[config.mk]
export PLATFORM = sky130hd
export DESIGN_NAME = demux32_router
export DESIGN_NICKNAME = d
export VERILOG_FILES = /design/src/rtl/demux32_pkg.sv /design/src/rtl/demux32_fifo.sv /design/src/rtl/demux32_router.sv
export SDC_FILE = /design/constraint.sdc
export NUM_CORES = 1
export LEC_CHECK = 0
export CAP_MARGIN = 15
export CORE_MARGIN = 1.5
export CORE_UTILIZATION = 55
export DETAILED_ROUTE_END_ITERATION = 10
export PLACE_DENSITY = 0.8
export SLEW_MARGIN = 20
export SYNTH_ARGS = -nofsm -noshare
export SYNTH_HDL_FRONTEND = slang
export SYNTH_HIERARCHICAL = 1
export SYNTH_SLANG_ARGS = --single-unit
[constraint.sdc]
create_clock -name clk -period 3.4 [get_ports clk]
set_input_delay 0.68 -clock clk [delete_from_list [all_inputs] [get_ports clk]]
set_output_delay 0.68 -clock clk [all_outputs]
set_load 0.02 [all_outputs]
[src/rtl/demux32_pkg.sv]
// Shared defaults and port identifiers for the 1:2 word router.
package demux32_pkg;

    localparam int unsigned DEF_WIDTH = 32;
    localparam int unsigned DEF_DEPTH = 2;
    localparam int unsigned DEF_CNT_W = 16;

    localparam logic PORT0 = 1'b0;
    localparam logic PORT1 = 1'b1;

endpackage

[src/rtl/demux32_fifo.sv]
// Small synchronous FIFO for one router output port.
// Ports: clk, rst_n (async, active low); push/push_data write side;
// pop read side; full/empty/count status; head = oldest word, or the
// last popped word (0 after reset) while empty.
module demux32_fifo #(
    parameter  int unsigned WIDTH  = 32,
    parameter  int unsigned DEPTH  = 2,
    localparam int unsigned PTR_W  = $clog2(DEPTH),
    localparam int unsigned CNT_FW = $clog2(DEPTH + 1)
) (
    input  logic              clk,
    input  logic              rst_n,
    input  logic              push,
    input  logic [WIDTH-1:0]  push_data,
    input  logic              pop,
    output logic              full,
    output logic              empty,
    output logic [WIDTH-1:0]  head,
    output logic [CNT_FW-1:0] count
);

    logic [WIDTH-1:0]  mem [DEPTH];
    logic [PTR_W-1:0]  wr_ptr;
    logic [PTR_W-1:0]  rd_ptr;
    logic [CNT_FW-1:0] cnt_q;
    logic [WIDTH-1:0]  last_q;
    logic              do_push;
    logic              do_pop;

    assign do_push = push && !full;
    assign do_pop  = pop && !empty;

    // Storage array; contents are never observed while empty, so no reset.
    always_ff @(posedge clk) begin
        if (do_push) begin
            mem[wr_ptr] <= push_data;
        end
    end

    // Pointers (wrap mod DEPTH via natural overflow), occupancy, last popped word.
    always_ff @(posedge clk or negedge rst_n) begin
        if (!rst_n) begin
            wr_ptr <= '0;
            rd_ptr <= '0;
            cnt_q  <= '0;
            last_q <= '0;
        end else begin
            if (do_push) begin
                wr_ptr <= wr_ptr + PTR_W'(1);
            end
            if (do_pop) begin
                rd_ptr <= rd_ptr + PTR_W'(1);
                last_q <= mem[rd_ptr];
            end
            case ({do_push, do_pop})
                2'b10:   cnt_q <= cnt_q + CNT_FW'(1);
                2'b01:   cnt_q <= cnt_q - CNT_FW'(1);
                default: cnt_q <= cnt_q;
            endcase
        end
    end

    assign full  = (cnt_q == CNT_FW'(DEPTH));
    assign empty = (cnt_q == '0);
    assign count = cnt_q;
    // While empty the port keeps presenting the last word it handed out.
    assign head  = empty ? last_q : mem[rd_ptr];

endmodule

[src/rtl/demux32_router.sv]
// 1:2 word router: one valid/ready input stream steered by select into one
// of two independent output FIFOs, each with a wrapping handshake counter.
// Ports: clk, rst_n (async, active low); in_valid/in_ready/in_data/select
// producer side; outN_valid/outN_ready/outN_data consumer sides;
// cnt0/cnt1 completed output handshakes per port.
module demux32_router
    import demux32_pkg::*;
#(
    parameter int unsigned WIDTH = DEF_WIDTH,
    parameter int unsigned DEPTH = DEF_DEPTH,
    parameter int unsigned CNT_W = DEF_CNT_W
) (
    input  logic             clk,
    input  logic             rst_n,
    input  logic             in_valid,
    output logic             in_ready,
    input  logic [WIDTH-1:0] in_data,
    input  logic             select,
    output logic             out0_valid,
    input  logic             out0_ready,
    output logic [WIDTH-1:0] out0_data,
    output logic             out1_valid,
    input  logic             out1_ready,
    output logic [WIDTH-1:0] out1_data,
    output logic [CNT_W-1:0] cnt0,
    output logic [CNT_W-1:0] cnt1
);

    localparam int unsigned CNT_FW = $clog2(DEPTH + 1);

    logic              full0, full1, empty0, empty1;
    logic [CNT_FW-1:0] count0, count1;
    logic              accept, push0, push1, pop0, pop1;
    logic [CNT_W-1:0]  cnt0_q, cnt1_q;
    logic              unused_status;

    // Ready depends only on registered occupancy of the selected port.
    assign in_ready = rst_n && !((select == PORT1) ? full1 : full0);
    assign accept   = in_valid && in_ready;
    assign push0    = accept && (select == PORT0);
    assign push1    = accept && (select == PORT1);

    assign out0_valid = !empty0;
    assign out1_valid = !empty1;
    assign pop0       = out0_valid && out0_ready;
    assign pop1       = out1_valid && out1_ready;

    demux32_fifo #(.WIDTH(WIDTH), .DEPTH(DEPTH)) u_fifo0 (
        .clk       (clk),
        .rst_n     (rst_n),
        .push      (push0),
        .push_data (in_data),
        .pop       (pop0),
        .full      (full0),
        .empty     (empty0),
        .head      (out0_data),
        .count     (count0)
    );

    demux32_fifo #(.WIDTH(WIDTH), .DEPTH(DEPTH)) u_fifo1 (
        .clk       (clk),
        .rst_n     (rst_n),
        .push      (push1),
        .push_data (in_data),
        .pop       (pop1),
        .full      (full1),
        .empty     (empty1),
        .head      (out1_data),
        .count     (count1)
    );

    // Occupancy is carried by full/empty here; raw counts are not needed.
    assign unused_status = &{1'b0, count0, count1};

    // Per-port handshake counters, free-running with wrap.
    always_ff @(posedge clk or negedge rst_n) begin
        if (!rst_n) begin
            cnt0_q <= '0;
            cnt1_q <= '0;
        end else begin
            if (pop0) begin
                cnt0_q <= cnt0_q + CNT_W'(1);
            end
            if (pop1) begin
                cnt1_q <= cnt1_q + CNT_W'(1);
            end
        end
    end

    assign cnt0 = cnt0_q;
    assign cnt1 = cnt1_q;

endmodule

==> results of run 1 <==
-- power by group through the flow --
| stage | sequential, mW | combinational (mW) | clock, mW |
|---|---|---|---|
| 5_1_grt | 4.23 | 5.42 | 2.54 |
| 4_1_cts | 4.15 | 5.09 | 2.42 |
| 3_5_place_dp | 4.19 | 5.01 | 0 |
| 6_report | 4.16 | 5.04 | 2.38 |
| 3_3_place_gp | 4.14 | 4.87 | 0 |
| 2_1_floorplan | 4.04 | 3.32 | 0 |
-- placed cells by master, fill, tap and decap left out, drive strengths merged, types with 25 or more instances in the layout --
cell type	instances
a21oi	64
clkbuf	35
clkdlybuf4s50	135
dfrtp	104
edfxtp	128
mux2i	65
nand2	79
nor2	77
o21ai	66
xnor2	25
-- logic make-up after synthesis --
logic type	count (synthesis)	share of synthesized area, %
xor+xnor	40	3.58
fa+ha+maj	4	0.512
flops	232	65.9
buf+inv	47	4.01
mux	67	6.88
compound gates	130	9.19
simple gates	198	9.90
-- flip-flops by register name, summed over array words and instances (netlist names) --
name / count
cnt0: 16
cnt1: 16
u_fifo0/count: 2
u_fifo0/last_q: 32
u_fifo0/mem: 64
u_fifo0/rd_ptr: 1
u_fifo0/wr_ptr: 1
u_fifo1/count: 2
u_fifo1/last_q: 32
u_fifo1/mem: 64
u_fifo1/rd_ptr: 1
u_fifo1/wr_ptr: 1
-- how the worst max path moves through the flow --
| stage | start | end | cells after the start |
|---|---|---|---|
| after floorplan | select | u_fifo1/mem[0][0]$_DFFE_PP_ | 5 |
| after global placement | u_fifo0/count[0]$_DFFE_PN0P_ | u_fifo0/count[1]$_DFFE_PN0P_ | 9 |
| after detailed placement | u_fifo0/count[0]$_DFFE_PN0P_ | u_fifo0/count[1]$_DFFE_PN0P_ | 9 |
| after CTS | u_fifo0/count[0]$_DFFE_PN0P_ | out0_data[21] | 3 |
| after global routing | u_fifo0/rd_ptr$_DFFE_PN0P_ | out0_data[26] | 4 |
| final | u_fifo0/count[0]$_DFFE_PN0P_ | out0_data[21] | 3 |
-- routing by layer --
metal  routed length [um]  share of wire (%)  GRT usage, %
met5                    0                  0             0
met2                10800                 51          40.9
met4                  439                2.1          5.79
met1                 8640                 41          30.4
met3                 1110                5.3          3.47
-- cell type report --
class,instances,area (sq um),area share [%]
inverter,9,33.8,0.281
multi-input combinational,441,2990,24.9
timing repair buffer,150,1550,12.9
clock buffer,35,641,5.33
sequential,232,6450,53.7
tap,225,282,2.34
clock inverter,7,61.3,0.511
-- timing repair --
action | CTS | global route
hold buffers | 0 | 0
endpoints found under the hold margin | 0 | 0
endpoints found under the setup margin | 6 | 0
==> results.cfg, run 1 <==
[status]
run_status = finished, final reports clean

[routing]
routed_wl_um = 21000
vias = 6004
initialDrtViolationCount = 408
routedWlPerCell_um = 19.1
ant_nets = 0
drc_errors = 0
detail_route.first_pass.iterations = 5
vias_per_cell = 5.46

[setup_path]
crit_path_max_fanout = 22
reg2reg_to = u_fifo0/count[1]$_DFFE_PN0P_
path_cells = or2_2, a21oi_2, clkdlybuf4s50_1
crit_path_start_kind = flip-flop
cp_top_family = simple AND/OR/NAND/NOR gates
r2r-start = u_fifo0/count[0]$_DFFE_PN0P_
path_buf_inv = 1
critPathSlowestCell = or2_2
worstPathRequired_ns = 2.72
r2r_slack_ns = 0.58
arrival_ns = 2.58
end_kind = output port
worst_r2r_path_depth = 9
cpPeakStageDelay_ns = 0.64
worstSetupPathType = flip-flop to output port

[synthesis]
synth.top_cells.by_area = edfxtp_1 39%, dfrtp_1 27%, mux2i_1 6.7%
synth_edf_count = 128
netlist_instances = 718
yosys_most_used_dff = edfxtp_1
synth_top_area_cell = edfxtp_1
synth_seq_cells = 232
synth_common_cells = 128 x edfxtp_1, 104 x dfrtp_1, 79 x nand2_1
ys_warn_count = 6
synth.distinct_cells = 36
synth_nets = 760
yosysSeqAreaShare_pct = 65.9
async_flop_share_pct = 44.8
syn_area_sq_um = 9780
yosysMostFrequentCell = edfxtp_1
synth_top_area_share_pct = 39.3
synth.avg_cell_area_sq_um = 13.6

[timing]
rsz0062_at_grt = no
fin_crit_ns = 3.26
finalClockSkew_ns = 0.0190
period_share_pct = 95.7
tns_ns = 0
fmax_ghz = 0.307
maxSlewHeadroom_pct = 39.3
slew_violations = 0
setup_viol = 0
final_hold_viol_count = 0
worstMarginPinSlew_ns = 0.910
worst_slack_ns = 0.145
whs_ns = 0.278

[global_routing]
grt_overflow = 0
track_usage_pct = 23.2
grt_pass1_wl_um = 32900
grt_pass1_vias = 6193
grt_max_degree = 68
antenna_found_initial = 0

[power]
p_per_area_nw_per_um2 = 965
vdd_drop_max_mv = 0.708
clkPwrFrac_pct = 20.6
p_sw_mw = 4.43
fin_total_pwr_mw = 11.6
combinationalPowerShare_pct = 43.5
pwr-share-seq_pct = 35.9
leakage_nw = 4.71
swShare_pct = 38.3
power.internal_mw = 7.15

[final_layout]
n_antenna_cell = 0
final_nets = 899
layout.cells.non_filler = 1099
area_growth_pct = 22.8
fin_area_sq_um = 12000
post_route_cells_drive_above_1_share_pct = 18.6
num-fill-cells = 1153
fin_util_pct = 69.2

[cts]
cts_resized = 0
worstSkewPairLatency_ns = 0.51
cts_made_buffers = 23
tritoncts = done
clockBufferDepth = 3
post-cts-setup-buffer-count = 0
cts.sinks = 232
clk_pin_slew_ns = 0.06
htreeDepth = 1
cts_root_buf = clkbuf_16

[die]
io_pins = 137
die_y_um = 136
dieArea_sq_um = 18600
rows = 48
fp.dieW_um = 136
start_util_pct = 56.3
design.core.area_sq_um = 17400

[place]
portBuffers = 136
place_ws_ns = 0.434
post_dp_cell_area_sq_um = 11300
gp_congestion = 0.816
dp.cells = 1055
dp_hpwl_um = 13300

[worst_hold_path]
hold_path_class = input pin to asynchronous set/reset pin

[job]
maxCapViolCount = 0
(Power assumes the default switching activity.)
==> run 2, diff against run 1 <==
--- a/config.mk
+++ b/config.mk
@@ -8,6 +8,7 @@
 export CAP_MARGIN = 15
 export CORE_MARGIN = 1.5
 export CORE_UTILIZATION = 55
+export CTS_CLUSTER_DIAMETER = 150
 export DETAILED_ROUTE_END_ITERATION = 10
 export PLACE_DENSITY = 0.8
 export SLEW_MARGIN = 20
==> results of run 2 <==
Final layout, timing and power as in run 1 (identical DEF).
==> RTL change: new RTL, flow settings as in run 1 <==
Put one more register stage on the output `cnt0`, without a reset. The value now appears one clock later. The other outputs are not delayed to match.
--- a/src/rtl/demux32_router.sv
+++ b/src/rtl/demux32_router.sv
@@ -89,3 +89,5 @@
 
-    assign cnt0 = cnt0_q;
+    always_ff @(posedge clk) begin
+        cnt0 <= cnt0_q;
+    end
     assign cnt1 = cnt1_q;
Check against the original RTL: not equivalent (a bounded check fails within 4 cycles, from zero or initial values and one cycle with rst_n low).
==> RTL change against run 1 <==
Setup slack lost 0.030 ns; maximum frequency decreased by 0.92%; die area up 3.2%; total power increased by 3.9%; wire length down 5.9%; cell area grew 3.5%; area after synthesis grew 3.3%; cell count grew 2.4%; sequential cell count is 16 higher; critical path type unchanged; largest power group unchanged.
==> RTL change: results <==
[run_status]
outcome = complete, no violations

[power_and_ir_drop]
swShare_pct = 36.8
ir_drop_mv = 0.670
leakage_nw = 4.91

[synth]
synth.distinct_cells = 37
synth_common_cells = 128 x edfxtp_1, 104 x dfrtp_1, 79 x nand2_1, 65 x mux2i_1, 64 x a21oi_2
synth_nets = 776
synthArstFlopShare_pct = 41.9
synth_cells = 734
synthTopCellsByArea = edfxtp_1 38%, dfrtp_1 26%, mux2i_1 6.4%
seq_area_frac_synth_pct = 67.0

[timing]
skew_ns = 0.0203
max_slew_margin_pct = 49.7

[routing]
drt_iter0_drc = 319
wl_per_cell_um = 17.5
vias_per_cell = 5.32
wirelength_met1_um = 8650
met3_length_um = 1200
drt_pass1_iterations = 5

[place]
place.gp.congestion = 0.794
dpl.hpwl_um = 12700
place_ws_ns = 0.552

[global_route]
grt_max_degree = 56
grt_pass1_vias = 5920
use_met3_pct = 3.64
grtUsageMet1_pct = 28.8
use_met2_pct = 33.6
antenna_found_initial = 1
grt_pass1_wl_um = 31400

[clock_network]
cts_hold_buf = 0
cts_resized = 0

[layout]
layout-drive-gt1-share_pct = 19.9
finalNonFillerCells = 1125
nFillCells = 1264
nNetsFinal = 920

[critical_path]
slowest_delay_ns = 0.73
crit_fanout = 16
crit_family = buffers and inverters
critPathLaunch = u_fifo1/rd_ptr$_DFFE_PN0P_
## RTL change: cell type report
cell class	instances	area, sq um	share of cell area, %
timing repair buffer	154	1520	12.2
clock inverter	13	121	0.977
multi-input combinational	440	2980	24.0
tap	229	287	2.31
sequential	248	6770	54.5
clock buffer	32	713	5.74
inverter	9	33.8	0.272
## RTL change: worst paths after layout
| path | cells past startpoint | to | slack, ns |
|---|---|---|---|
| setup / recovery | 4 | out1_data[22] | 0.11 |
| hold / removal | 2 | cnt0_q[15]$_DFFE_PN0P_ | 0.33 |
| setup reg to reg | 9 | u_fifo0/count[1]$_DFFE_PN0P_ | 0.76 |
| hold reg to reg | 0 | cnt0[15]$_DFF_P_ | 0.40 |
| max in group asynchronous | 3 | u_fifo1/rd_ptr$_DFFE_PN0P_ | 1.81 |
| min in group clk | 0 | cnt0[15]$_DFF_P_ | 0.40 |
## RTL change: cell families after synthesis
family	Yosys count	synth area share, %
adders and majority gates	4	0.496
and+or+nand+nor	198	9.59
buffers and inverters	47	3.88
DFF	248	67.0
AOI/OAI and AO/OA	130	8.90
muxes	67	6.67
xor gates and xnor gates	40	3.47
## RTL change: power by group through the flow
stage                     Combinational [mW]  Sequential, mW  Clock [mW]
after detailed placement                4.92            4.40           0
after floorplan                         3.32            4.27           0
after CTS                               4.97            4.35        2.78
after global placement                  4.83            4.37           0
final                                   4.94            4.36        2.74
after global routing                    5.33            4.44        2.90
## RTL change: stage by stage
stage               hold WS, ns  cell area, sq um
floorplan                 0.366             10100
global placement          0.381             11600
detailed placement        0.383             11600
CTS                       0.360             12400
global route              0.390             12400
finish                    0.332             12400
